$ cat config.mk
export PLATFORM = sky130hd
export DESIGN_NAME = clock_set_controller
export DESIGN_NICKNAME = d
export VERILOG_FILES = /design/src/rtl/clock_set_controller.sv
export SDC_FILE = /design/constraint.sdc
export NUM_CORES = 1
export LEC_CHECK = 0
export CAP_MARGIN = 20
export CORE_ASPECT_RATIO = 1.4
export CORE_MARGIN = 1
export CORE_UTILIZATION = 65
export DETAILED_ROUTE_END_ITERATION = 16
export DONT_BUFFER_PORTS = 1
export GPL_TIMING_DRIVEN = 0
export PLACE_DENSITY_LB_ADDON = 0.1
export SLEW_MARGIN = 20
export SYNTH_ARGS = -nofsm -noshare
export SYNTH_HDL_FRONTEND = slang
export SYNTH_SLANG_ARGS = --single-unit
$ cat constraint.sdc
create_clock -name CLK -period 3.14 [get_ports CLK]
set_input_delay 0.785 -clock CLK [delete_from_list [all_inputs] [get_ports CLK]]
set_output_delay 0.785 -clock CLK [all_outputs]
set_load 0.01 [all_outputs]
$ cat src/rtl/clock_set_controller.sv
// -----------------------------------------------------------------------------
// clock_set_controller
//
// Front-panel sequencer for the time-of-day counter. It turns two debounced
// pushbuttons (MODE, INC) into the following signals:
//   - the counter field select (ORDER),
//   - one-cycle INCREMENT strobes,
//   - a run enable that freezes timekeeping while a field is edited,
//   - a blink enable for the digits of the field being edited.
//
// Optional build macro:
//   AUTO_REPEAT_EN  When defined, holding INC auto-repeats the increment.
//                   The first repeat comes HOLD_CYCLES after the press, then
//                   one every REPEAT_CYCLES. When undefined, each press gives
//                   exactly one strobe and no hold counter is built.
//
// Ports:
//   CLK        in   system clock (50 MHz)
//   RST        in   synchronous reset, active-low, sampled on the CLK rising edge
//   MODE_BTN   in   debounced, CLK-synchronous mode button, active-high
//   INC_BTN    in   debounced, CLK-synchronous increment button, active-high
//   ORDER      out  [1:0] field select: 00 sec, 01 min, 10 hr, 11 none
//   INCREMENT  out  one-cycle strobe: increment the field selected by ORDER
//   RUN_EN     out  1 = time counter advances, 0 = frozen for editing
//   BLINK      out  display enable for the selected field (1 = shown)
//   EDITING    out  1 in any edit state
// -----------------------------------------------------------------------------
module clock_set_controller #(
  parameter int unsigned HOLD_CYCLES    = 32'd25000000,
  parameter int unsigned REPEAT_CYCLES  = 32'd5000000,
  parameter int unsigned TIMEOUT_CYCLES = 32'd500000000,
  parameter int unsigned BLINK_CYCLES   = 32'd12500000
) (
  input  logic       CLK,
  input  logic       RST,
  input  logic       MODE_BTN,
  input  logic       INC_BTN,
  output logic [1:0] ORDER,
  output logic       INCREMENT,
  output logic       RUN_EN,
  output logic       BLINK,
  output logic       EDITING
);

  // Reject parameter values that would make the counters meaningless.
  if (TIMEOUT_CYCLES < 2) begin : g_chk_timeout
    $error("TIMEOUT_CYCLES must be at least 2");
  end
  if (BLINK_CYCLES < 1) begin : g_chk_blink
    $error("BLINK_CYCLES must be at least 1");
  end
  if (HOLD_CYCLES < 1) begin : g_chk_hold
    $error("HOLD_CYCLES must be at least 1");
  end
  if (REPEAT_CYCLES < 1) begin : g_chk_repeat
    $error("REPEAT_CYCLES must be at least 1");
  end

  localparam logic [31:0] TIMEOUT_LIM = 32'(TIMEOUT_CYCLES - 1);
  localparam logic [31:0] BLINK_LIM   = 32'(BLINK_CYCLES - 1);

  typedef enum logic [1:0] {
    ST_RUN,
    ST_SET_HR,
    ST_SET_MIN,
    ST_SET_SEC
  } state_e;

  state_e      state_q, state_d;
  logic [1:0]  order_q, order_d;
  logic        increment_q, increment_d;
  logic        run_en_q, run_en_d;
  logic        blink_q, blink_d;
  logic        editing_q, editing_d;
  logic        mode_hist_q, mode_hist_d;
  logic        inc_hist_q, inc_hist_d;
  logic [31:0] idle_q, idle_d;
  logic [31:0] blink_cnt_q, blink_cnt_d;

  logic        mode_press;
  logic        inc_press;
  logic        in_edit;
  logic        timeout;
  logic        state_chg;
  logic        take_inc;
  logic        repeat_fire;
  logic        strobe;

`ifdef AUTO_REPEAT_EN
  localparam logic [31:0] HOLD_LIM   = 32'(HOLD_CYCLES - 1);
  localparam logic [31:0] REPEAT_LIM = 32'(REPEAT_CYCLES - 1);

  logic        holding_q, holding_d;
  logic        repeating_q, repeating_d;
  logic [31:0] hold_cnt_q, hold_cnt_d;
`endif

  always_comb begin
    mode_press = MODE_BTN & ~mode_hist_q;
    inc_press  = INC_BTN & ~inc_hist_q;
    in_edit    = (state_q != ST_RUN);
    timeout    = in_edit && (idle_q >= TIMEOUT_LIM);

    state_d = state_q;
    if (mode_press) begin
      case (state_q)
        ST_RUN:     state_d = ST_SET_HR;
        ST_SET_HR:  state_d = ST_SET_MIN;
        ST_SET_MIN: state_d = ST_SET_SEC;
        default:    state_d = ST_RUN;
      endcase
    end else if (timeout) begin
      state_d = ST_RUN;
    end
    state_chg = (state_d != state_q);

    // MODE and timeout both take priority over INC. This guarantees that a
    // strobe never lands on the same edge as an ORDER change.
    take_inc    = in_edit & ~mode_press & ~timeout;
    repeat_fire = 1'b0;

`ifdef AUTO_REPEAT_EN
    holding_d   = holding_q;
    repeating_d = repeating_q;
    hold_cnt_d  = hold_cnt_q;
    if (!(take_inc && INC_BTN)) begin
      holding_d   = 1'b0;
      repeating_d = 1'b0;
      hold_cnt_d  = '0;
    end else if (inc_press) begin
      holding_d   = 1'b1;
      repeating_d = 1'b0;
      hold_cnt_d  = '0;
    end else if (holding_q) begin
      // The first limit counts out the initial hold delay. After that, the
      // same counter is reused for the repeat period.
      if (hold_cnt_q >= (repeating_q ? REPEAT_LIM : HOLD_LIM)) begin
        repeat_fire = 1'b1;
        repeating_d = 1'b1;
        hold_cnt_d  = '0;
      end else begin
        hold_cnt_d = hold_cnt_q + 32'd1;
      end
    end
`endif

    strobe = take_inc & (inc_press | repeat_fire);

    if ((state_d == ST_RUN) || state_chg || mode_press || inc_press || repeat_fire) begin
      idle_d = '0;
    end else begin
      idle_d = idle_q + 32'd1;
    end

    if ((state_d == ST_RUN) || state_chg || strobe) begin
      blink_cnt_d = '0;
      blink_d     = 1'b1;
    end else if (blink_cnt_q >= BLINK_LIM) begin
      blink_cnt_d = '0;
      blink_d     = ~blink_q;
    end else begin
      blink_cnt_d = blink_cnt_q + 32'd1;
      blink_d     = blink_q;
    end

    case (state_d)
      ST_RUN:     order_d = 2'b11;
      ST_SET_HR:  order_d = 2'b10;
      ST_SET_MIN: order_d = 2'b01;
      default:    order_d = 2'b00;
    endcase
    run_en_d    = (state_d == ST_RUN);
    editing_d   = (state_d != ST_RUN);
    increment_d = strobe;
    mode_hist_d = MODE_BTN;
    inc_hist_d  = INC_BTN;
  end

  always_ff @(posedge CLK) begin
    if (!RST) begin
      state_q     <= ST_RUN;
      order_q     <= 2'b11;
      increment_q <= 1'b0;
      run_en_q    <= 1'b1;
      blink_q     <= 1'b1;
      editing_q   <= 1'b0;
      // History registers reset high, so a button held through reset does
      // not register as a press.
      mode_hist_q <= 1'b1;
      inc_hist_q  <= 1'b1;
      idle_q      <= '0;
      blink_cnt_q <= '0;
`ifdef AUTO_REPEAT_EN
      holding_q   <= 1'b0;
      repeating_q <= 1'b0;
      hold_cnt_q  <= '0;
`endif
    end else begin
      state_q     <= state_d;
      order_q     <= order_d;
      increment_q <= increment_d;
      run_en_q    <= run_en_d;
      blink_q     <= blink_d;
      editing_q   <= editing_d;
      mode_hist_q <= mode_hist_d;
      inc_hist_q  <= inc_hist_d;
      idle_q      <= idle_d;
      blink_cnt_q <= blink_cnt_d;
`ifdef AUTO_REPEAT_EN
      holding_q   <= holding_d;
      repeating_q <= repeating_d;
      hold_cnt_q  <= hold_cnt_d;
`endif
    end
  end

  assign ORDER     = order_q;
  assign INCREMENT = increment_q;
  assign RUN_EN    = run_en_q;
  assign BLINK     = blink_q;
  assign EDITING   = editing_q;

endmodule

# == Yosys cells after proc, flatten, opt, wreduce, memory -nomap -nowiden ==
# Cells that the tools add are included.
# word_totals
in_bits,4
memories,0
word_cells,46
latch_bits,0
mem_bits_ro,0
register_bits,74
mem_bits_rw,0
# op_classes
eq_ne,5
n_bitwise,11
n_lt_le_gt_ge,2
n_shift,0
reduce_logical,12
muxes,4
add_sub_neg,2
mul,0
div_mod_pow,0
# op_table
cell,n
$add 32x1->32 const B,2
$ge 32x24->1 const B,1
$ge 32x29->1 const B,1
$pmux 2 s3,2
$not 1->1,6
$and 1x1->1,5
$eq 2x1->1 const B,2
$eq 2x2->1 const B,2
$logic_not 2->1,2
$logic_or 1x1->1,4
$mux 2,2
$reduce_bool 2->1,2
$reduce_or 2->1,2
$reduce_or 3->1,1
$ne 2x2->1,1
$logic_and 1x1->1,1

# == Longest topological paths before layout ==
# Gate-level depths: netlist of the first run.
# logic_depth
word_depth,9
depth_mapped,10
ltp_nobuf,8

# == Worst setup path before layout of the first run ==
# Ideal clock, no wire load.
# synth_timing
path_kind,input -> register
from,input port MODE_BTN
to,register idle_q[11]
path_slack_ps,923
arrival_ps,2151
cell_stages,7
required_ps,3075
cell_sequence,or2b_2 -> a21oi_1 -> nor3_1 -> a211oi_2 -> nand3_1 -> buf_2 -> nor2_1
# synth_between
elab_chain_len,7
elab_cells_between_ends,8
# synth_rtl
element,line,text
from (decl),36,"input logic MODE_BTN,"
$and 1x1->1 *,99,mode_press = MODE_BTN & ~mode_hist_q;
$mux 2,105,if (mode_press) begin
$ne 2x2->1 or $logic_not 2->1 (tied branches),"115, 149",
$logic_or 1x1->1,149,if ((state_d == ST_RUN) || state_chg || mode_press || inc_press || repeat_fire) begin
$logic_or 1x1->1 * (2 in series),149,
$reduce_or 2->1 (no line) *,n/a,
to (signal assigned),207,idle_q <= idle_d;
to (decl),77,"logic [31:0] idle_q, idle_d;"
# Mark *: on every way between the ends. The rest lies on a longest branch, timed or not.
# A chain may end at the register's enable or synchronous reset.

# == Final worst setup path of the first run ==
# layout_timing
from,register idle_q[0]
to,register idle_q[30]
# layout_between
elab_chain_len,9
elab_cells_between_ends,11
# layout_rtl
element,line,text
$ge 32x29->1,102,timeout = in_edit && (idle_q >= TIMEOUT_LIM);
$logic_and 1x1->1,102,
$mux 2,112,end else if (timeout) begin
$mux 2,105,
$ne 2x2->1 or $logic_not 2->1 (tied branches),"115, 149",
$logic_or 1x1->1 (3 in series),149,
$reduce_or 2->1 (no line),n/a,
# Several ways; a longest one is shown, not always the timed one.

==> results of run 1 <==
==> worst max-delay path by stage <==
| stage | to | slack [ps] |
|---|---|---|
| 4_1_cts | blink_cnt_q[16]$_SDFF_PP0_ | 720 |
| 5_1_grt | idle_q[30]$_SDFF_PP0_ | 400 |
| 3_5_place_dp | idle_q[26]$_SDFF_PP0_ | 610 |
| 3_3_place_gp | idle_q[26]$_SDFF_PP0_ | 630 |
| 6_report | idle_q[30]$_SDFF_PP0_ | 730 |
| 2_1_floorplan | idle_q[11]$_SDFF_PP0_ | 920 |
==> layout make-up <==
| class | count | area (um2) |
|---|---|---|
| buffer | 10 | 60.06 |
| clock buffer | 9 | 123.9 |
| clock inverter | 7 | 70.07 |
| fill | 386 | 1267 |
| inverter | 11 | 41.29 |
| multi-input combinational | 281 | 1755 |
| sequential | 74 | 1481 |
| tap | 64 | 80.08 |
==> layout by cell type, fill, tap and decap left out, types with 3 or more instances in the layout <==
| cell type | count |
|---|---|
| conb_1 | 8 |
| a21oi_1 | 4 |
| inv_1 | 11 |
| clkbuf_8 | 9 |
| nand2_1 | 24 |
| nor2_2 | 20 |
| nor4_1 | 5 |
| nor3_1 | 10 |
| nand2b_1 | 3 |
| buf_2 | 6 |
| a211oi_1 | 4 |
| xor2_1 | 33 |
| dfxtp_1 | 74 |
| nand3_1 | 30 |
| and3_1 | 11 |
| xnor2_1 | 19 |
| clkinv_2 | 3 |
| o21ai_0 | 3 |
| nand4_1 | 11 |
| ha_1 | 4 |
| and4_1 | 9 |
| and2_1 | 3 |
| nor2_1 | 54 |
==> state kept, by name (all words and copies together), names as in the netlist <==
name,flops
INCREMENT,1
RUN_EN,1
ORDER,2
EDITING,1
mode_hist_q,1
BLINK,1
blink_cnt_q,32
idle_q,32
inc_hist_q,1
state_q,2
==> worst max-delay path: stages, from the launching register on <==
cell     delay (ps)
dfxtp_1         360
ha_1            220
nand4_1         230
nor3_1          720
nand3_1         300
nor3_1          280
xnor2_1         150
nor2_1           50
==> routing by layer <==
layer	global-route usage (%)	up-vias
met5	0	-
met3	5.263	11
met2	46.85	17
met1	27.44	1174
li1	-	1286
met4	13.74	0
==> power groups by stage <==
stage	clock network, uW	registers, uW	logic (uW)
finish	715	957	38.9
global route	765	958	44.4
CTS	727	957	38.7
detailed placement	0	979	38.5
global placement	0	978	37.1
floorplan	0	977	30.1
==> through the flow <==
| stage | area, um2 | util (%) | power [uW] |
|---|---|---|---|
| floorplan | 3338 | - | 1007 |
| global placement | 3418 | 70.05 | 1015 |
| detailed placement | 3418 | 70.05 | 1017 |
| CTS | 3612 | 74.03 | 1722 |
| global route | 3612 | 74.03 | 1767 |
| finish | 3612 | 74.03 | 1710 |
==> kinds of logic (layout without fill, tap and decap cells) <==
| family | Yosys count | after routing | synth area share [%] |
|---|---|---|---|
| buf+inv | 21 | 37 | 3.060 |
| xor+xnor | 52 | 52 | 13.75 |
| simple gates | 192 | 192 | 30.68 |
| compound gates | 25 | 25 | 6.158 |
| fa+ha+maj | 4 | 4 | 1.511 |
| flops | 74 | 74 | 44.73 |
| other cells | 1 | 8 | 0.1132 |
==> metrics.txt, run 1 <==
# diodes 0; EDFF count, synth 0; Core Footprint 0.004880 mm2; largest net degree at the start of global routing 14; Mapped Cells 369; power density over cell area 473.5 mW/mm2; number of CTS-inserted buffers 9; Top Ports 10; Max VDD drop 0.0004505 V; die area 0.005389 mm2; status completed; Initial Util 67.87%; measured slew at the worst slew-check pin 1077 ps; grt total ovfl 0; CP endpoint kind register; P_int 1327 uW; Worst R2R Path Depth 7; crit-path max FO 7; Vias 2488; CTS Buffer Depth 2; Clock Sink Count 74; vias per cell 5.456; PortBufs 0; Netlist cell types 46; Final nets 395; # rows 30; most area-consuming cells after synthesis dfxtp_1, xor2_1, nor2_1, xnor2_1, nand3_1; Synth async-reset ratio 0%; Crit Path Class register to register; met2 WL 3.065 mm; WL met3 117 um; final worst slack 734.3 ps; Starting DRT DRC Count 104; Synthesis Warnings 0; top sig layer met4; Chip Width 62.33 um; Setup Skew 8.553 ps; WL met1 2.524 mm; post-synthesis sequential area ratio 44.73%; top post-synthesis cells by count dfxtp_1, nor2_1, xor2_1; RSZ-0062 raised after global routing false; Critical path origin idle_q[0]$_SDFF_PP0_; Synth Flop Type dfxtp_1; post-CTS setup buffer count 0; clock group share of total power 41.8%; first-pass GRT wire length 10.74 mm; Placer Congestion 0.8663; Max Cap Viol 0; Critical Path Start Type register; Clk pin slew, worst setup/hold paths 80 ps; worst hold path startpoint idle_q[0]$_SDFF_PP0_; Synth-to-Final Area Change 9.067%; dpl ws 612.5 ps; fin cells 456; FF+latch count, synth 74; Slew HR 27.54%; sequential share of power 55.9%; combinational share of power 2.3%; root buffer selected by CTS clkbuf_8; Hold Path Stages 1; WHS 454.0 ps; Final min period 2406 ps; hpwl dp 4.273 mm; reg-to-reg critical path endpoint idle_q[30]$_SDFF_PP0_; CTS resizes 0; net load switching power 382.8 uW; vias in the first global route 2478; gr usage total 25.53%; DIE HEIGHT 86.46 um; remaining routing DRC violations 0; CTS tree yes; Final Max Slew Viols 0; most frequent cell after synthesis dfxtp_1; switching share of power 22.38%; worst path required time 3390 ps; hold buffers post-CTS 0; initial antenna violation count 0; P_leak 0.001204 uW; Setup TNS 0 ps; Final Setup Violations 0; worst hold path class register to register; worst r2r src idle_q[0]$_SDFF_PP0_; leading area contributor after synthesis dfxtp_1; drt wl/cell 12.81 um; fin crit share 76.62%; Post-DRT Antenna Nets 0; Reg2Reg Setup Slack 730 ps; WHS Endpoint idle_q[0]$_SDFF_PP0_; H-tree levels 3; Final Hold Viols 0; Arr. time, crit path 2660 ps; Cells after DPL 440; Synth Cell Area 0.003312 mm2; worst-skew pair later-pin latency 360 ps; maximum clock rate 415.7 MHz; Yosys top cell area share 44.73%; layout cells sized above 1 13.52%; DR pass1 iterations 4; total wire length 5.840 mm; Syn Area/Cell 8.975 um2
Power figures use the tool's default switching activity.
==> inputs of run 2 (changes only) <==
--- a/config.mk
+++ b/config.mk
@@ -8,7 +8,7 @@
 export CAP_MARGIN = 20
 export CORE_ASPECT_RATIO = 1.4
 export CORE_MARGIN = 1
-export CORE_UTILIZATION = 65
+export CORE_UTILIZATION = 56
 export DETAILED_ROUTE_END_ITERATION = 16
 export DONT_BUFFER_PORTS = 1
 export GPL_TIMING_DRIVEN = 0
==> constraint.sdc (replaced) <==
create_clock -name CLK -period 2 [get_ports CLK]
set_input_delay 0.5 -clock CLK [delete_from_list [all_inputs] [get_ports CLK]]
set_output_delay 0.5 -clock CLK [all_outputs]
set_load 0.01 [all_outputs]
==> run 2 against run 1 <==
  * The run now ends with negative setup slack left
  * Worst setup slack lost 900 ps
  * Design area grew 19%
  * Critical path depth up 1
  * Global-route usage decreased by 2.9 points
  * Combinational power increased to 2.7 times the previous value
  * Clock-buffer cell count is the same
  * Power rose by 68%
  * Die area increased by 16%
  * Sequential share of layout area is 5.8 points lower
  * Clock power up 78%
  * Sequential cell count stayed put
  * Fmax grew 11%
  * Critical endpoint is now blink_cnt_q[21]$_SDFF_PP0_
  * Largest cell class unchanged
  * Highest routed layer unchanged
==> metrics.txt, run 2 (synthesis results as in run 1) <==
vias per cell 5.587 (+2.4%); final core occ 76.38% (+2.4 points); Top Registers blink_cnt_q (32), idle_q (32); remaining routing DRC violations 0 (unchanged); layout cells sized above 1 30.50% (+17 points); status finished, violations left; worst path required time 2290 ps (-1100 ps); hpwl dp 4.259 mm (-0.33%); sequential share of power 52.2% (-3.7 points); Synth-to-Final Area Change 29.28%; measured slew at the worst slew-check pin 816.3 ps (-260.7 ps); WHS 248.8 ps (-205.2 ps); Setup Skew 7.242 ps (-1.310 ps); Post-DRT Antenna Nets 0 (unchanged); Slew HR 45.13% (+18 points); die area 0.006230 mm2 (+16%); Final Hold Viols 0 (unchanged); DIE HEIGHT 93.00 um (+7.6%); # diodes 0 (unchanged); Starting DRT DRC Count 105 (+0.96%); CTS Buffer Depth 2 (unchanged); Final nets 426 (+7.8%); Arr. time, crit path 2460 ps (-200 ps); Core Footprint 0.005605 mm2 (+15%); Reg2Reg Setup Slack -160 ps (-900 ps); crit-path max FO 6 (-1); Crit Path Class register to register; worst-skew pair later-pin latency 350 ps (about the same); CTS tree yes; failing checks negative setup slack; P_leak 0.001439 uW (+20%); Clock Sink Count 74 (unchanged); RSZ-0062 raised after global routing true; Final Setup Violations 32 (+32); number of CTS-inserted buffers 9 (unchanged); worst hold path class input pin to register; power density over cell area 670.0 mW/mm2 (+42%); Placer Congestion 0.7736 (-11%); CP Cell Sequence nor4bb_4 -> nand4_1 -> or3_4 -> a31oi_4 -> nand4_4 -> buf_12 -> buf_16 -> nor2_2; Critical Path Start Type register; most frequent cells in the layout dfxtp_1, nor2_1, xor2_1; maximum clock rate 462.6 MHz (+11%); commonest non-fill, non-tap cell in the layout dfxtp_1; Top Ports 10 (unchanged); Clk pin slew, worst setup/hold paths 80 ps (about the same); Crit-path slowest cell or3_4; switching share of power 22.22% (-0.17 points); CP endpoint kind register; vias in the first global route 2479 (+0.040%); combinational share of power 3.6% (+1.3 points); largest net degree at the start of global routing 14 (unchanged); Final Max Slew Viols 0 (unchanged); drt wl/cell 14.50 um (+13%); grt total ovfl 0 (unchanged); Chip Width 67.00 um (+7.5%); max incr delay on CP 470 ps (-250 ps); Initial Util 59.08% (-8.8 points); initial antenna violation count 0 (unchanged); Final min period 2162 ps (-244.2 ps); Max Cap Viol 0 (unchanged); net load switching power 637.3 uW (+66%); clock group share of total power 44.2% (+2.4 points); hold buffers post-CTS 0 (unchanged); total wire length 7.120 mm (+22%); final worst slack -161.5 ps (-895.8 ps); gr usage total 22.60% (-2.9 points); Multi-input gate area 0.002039 mm2 (+16%); P_int 2231 uW (+68%); FF+latch area 0.001506 mm2 (+1.7%); cell area after layout 0.004282 mm2 (+19%); DR pass1 iterations 4 (unchanged); PortBufs 0 (unchanged); Max VDD drop 0.0004611 V (+2.4%); root buffer selected by CTS clkbuf_8; # rows 32 (+6.7%); post-place instance area 0.003432 mm2 (+0.40%); fillcell total 385 (-0.26%); first-pass GRT wire length 10.68 mm (-0.51%); Vias 2743 (+10%); fin crit share 108.1% (+31 points); H-tree levels 3 (unchanged)
[run 2: cell types whose count changed in the layout (fill, tap and decap cells not counted), moves of 4 or more]
cell     previous run  this run
nor2_4              0        14
nor3_1             10         6
nand3_2             0         4
buf_4               0        26
nand3_1            30        25
buf_6               2         6
nor2_2             20        13
dfxtp_2             0         8
dfxtp_4             0         4
nor2_1             54        47
dfxtp_1            74        62
[run 2: cell type report]
cell class                 instances  share of cell area [%]
sequential                        74                   35.18
timing repair buffer              33                   7.247
clock inverter                     7                   2.192
multi-input combinational        281                   47.63
inverter                          11                  0.9643
buffer                             8                   1.899
clock buffer                       9                   2.893
tap                               68                   1.987
[run 2: final timing paths]
kind,from,endpoint,cells after the start
worst max-delay path,idle_q[17]$_SDFF_PP0_,blink_cnt_q[21]$_SDFF_PP0_,8
worst min-delay path,INC_BTN,inc_hist_q$_SDFF_PN1_,1
worst max register to register,idle_q[17]$_SDFF_PP0_,blink_cnt_q[21]$_SDFF_PP0_,8
worst min register to register,blink_cnt_q[0]$_SDFF_PP0_,blink_cnt_q[0]$_SDFF_PP0_,1
[run 2: critical path: cells and delay by family (launching register included)]
family          cells  cell delay [ps]
flops               1              380
compound gates      1              170
buf+inv             2              300
simple gates        5             1240
[run 2: power groups by stage]
stage | clock (uW) | sequential, uW | combinational (uW)
final | 1270 | 1500 | 105
after global placement | 0 | 1540 | 61.2
after detailed placement | 0 | 1540 | 62.1
after CTS | 1290 | 1500 | 77.4
after floorplan | 0 | 1530 | 49.4
after global routing | 1340 | 1500 | 113
[run 2: what timing repair did]
| item | 4_1_cts | 5_1_grt |
|---|---|---|
| endpoints found under the setup margin | 56 | 56 |
| pin swaps | 12 | 29 |
| gates cloned | 2 | 2 |
| setup buffers | 10 | 19 |
| gates resized for setup | 35 | 50 |
[run 2: per-layer routing]
| layer | track usage (%) | wire (um) | up-vias |
|---|---|---|---|
| li1 | - | - | 1352 |
| met1 | 24.73 | 2928 | 1309 |
| met2 | 40.57 | 3752 | 60 |
| met3 | 3.049 | 218 | 22 |
| met4 | 12.41 | 221 | 0 |
| met5 | 0 | 0 | - |
[run 2: metrics by stage]
stage | TNS (ps) | total power (uW) | instances | setup slack [ps]
2_1_floorplan | 0 | 1584 | 376 | 8.178
3_3_place_gp | -11730 | 1597 | 444 | -421.2
3_5_place_dp | -13620 | 1599 | 444 | -445.7
4_1_cts | -2547 | 2864 | 470 | -103.7
5_1_grt | -7680 | 2948 | 491 | -236.6
6_report | -3483 | 2869 | 491 | -161.5
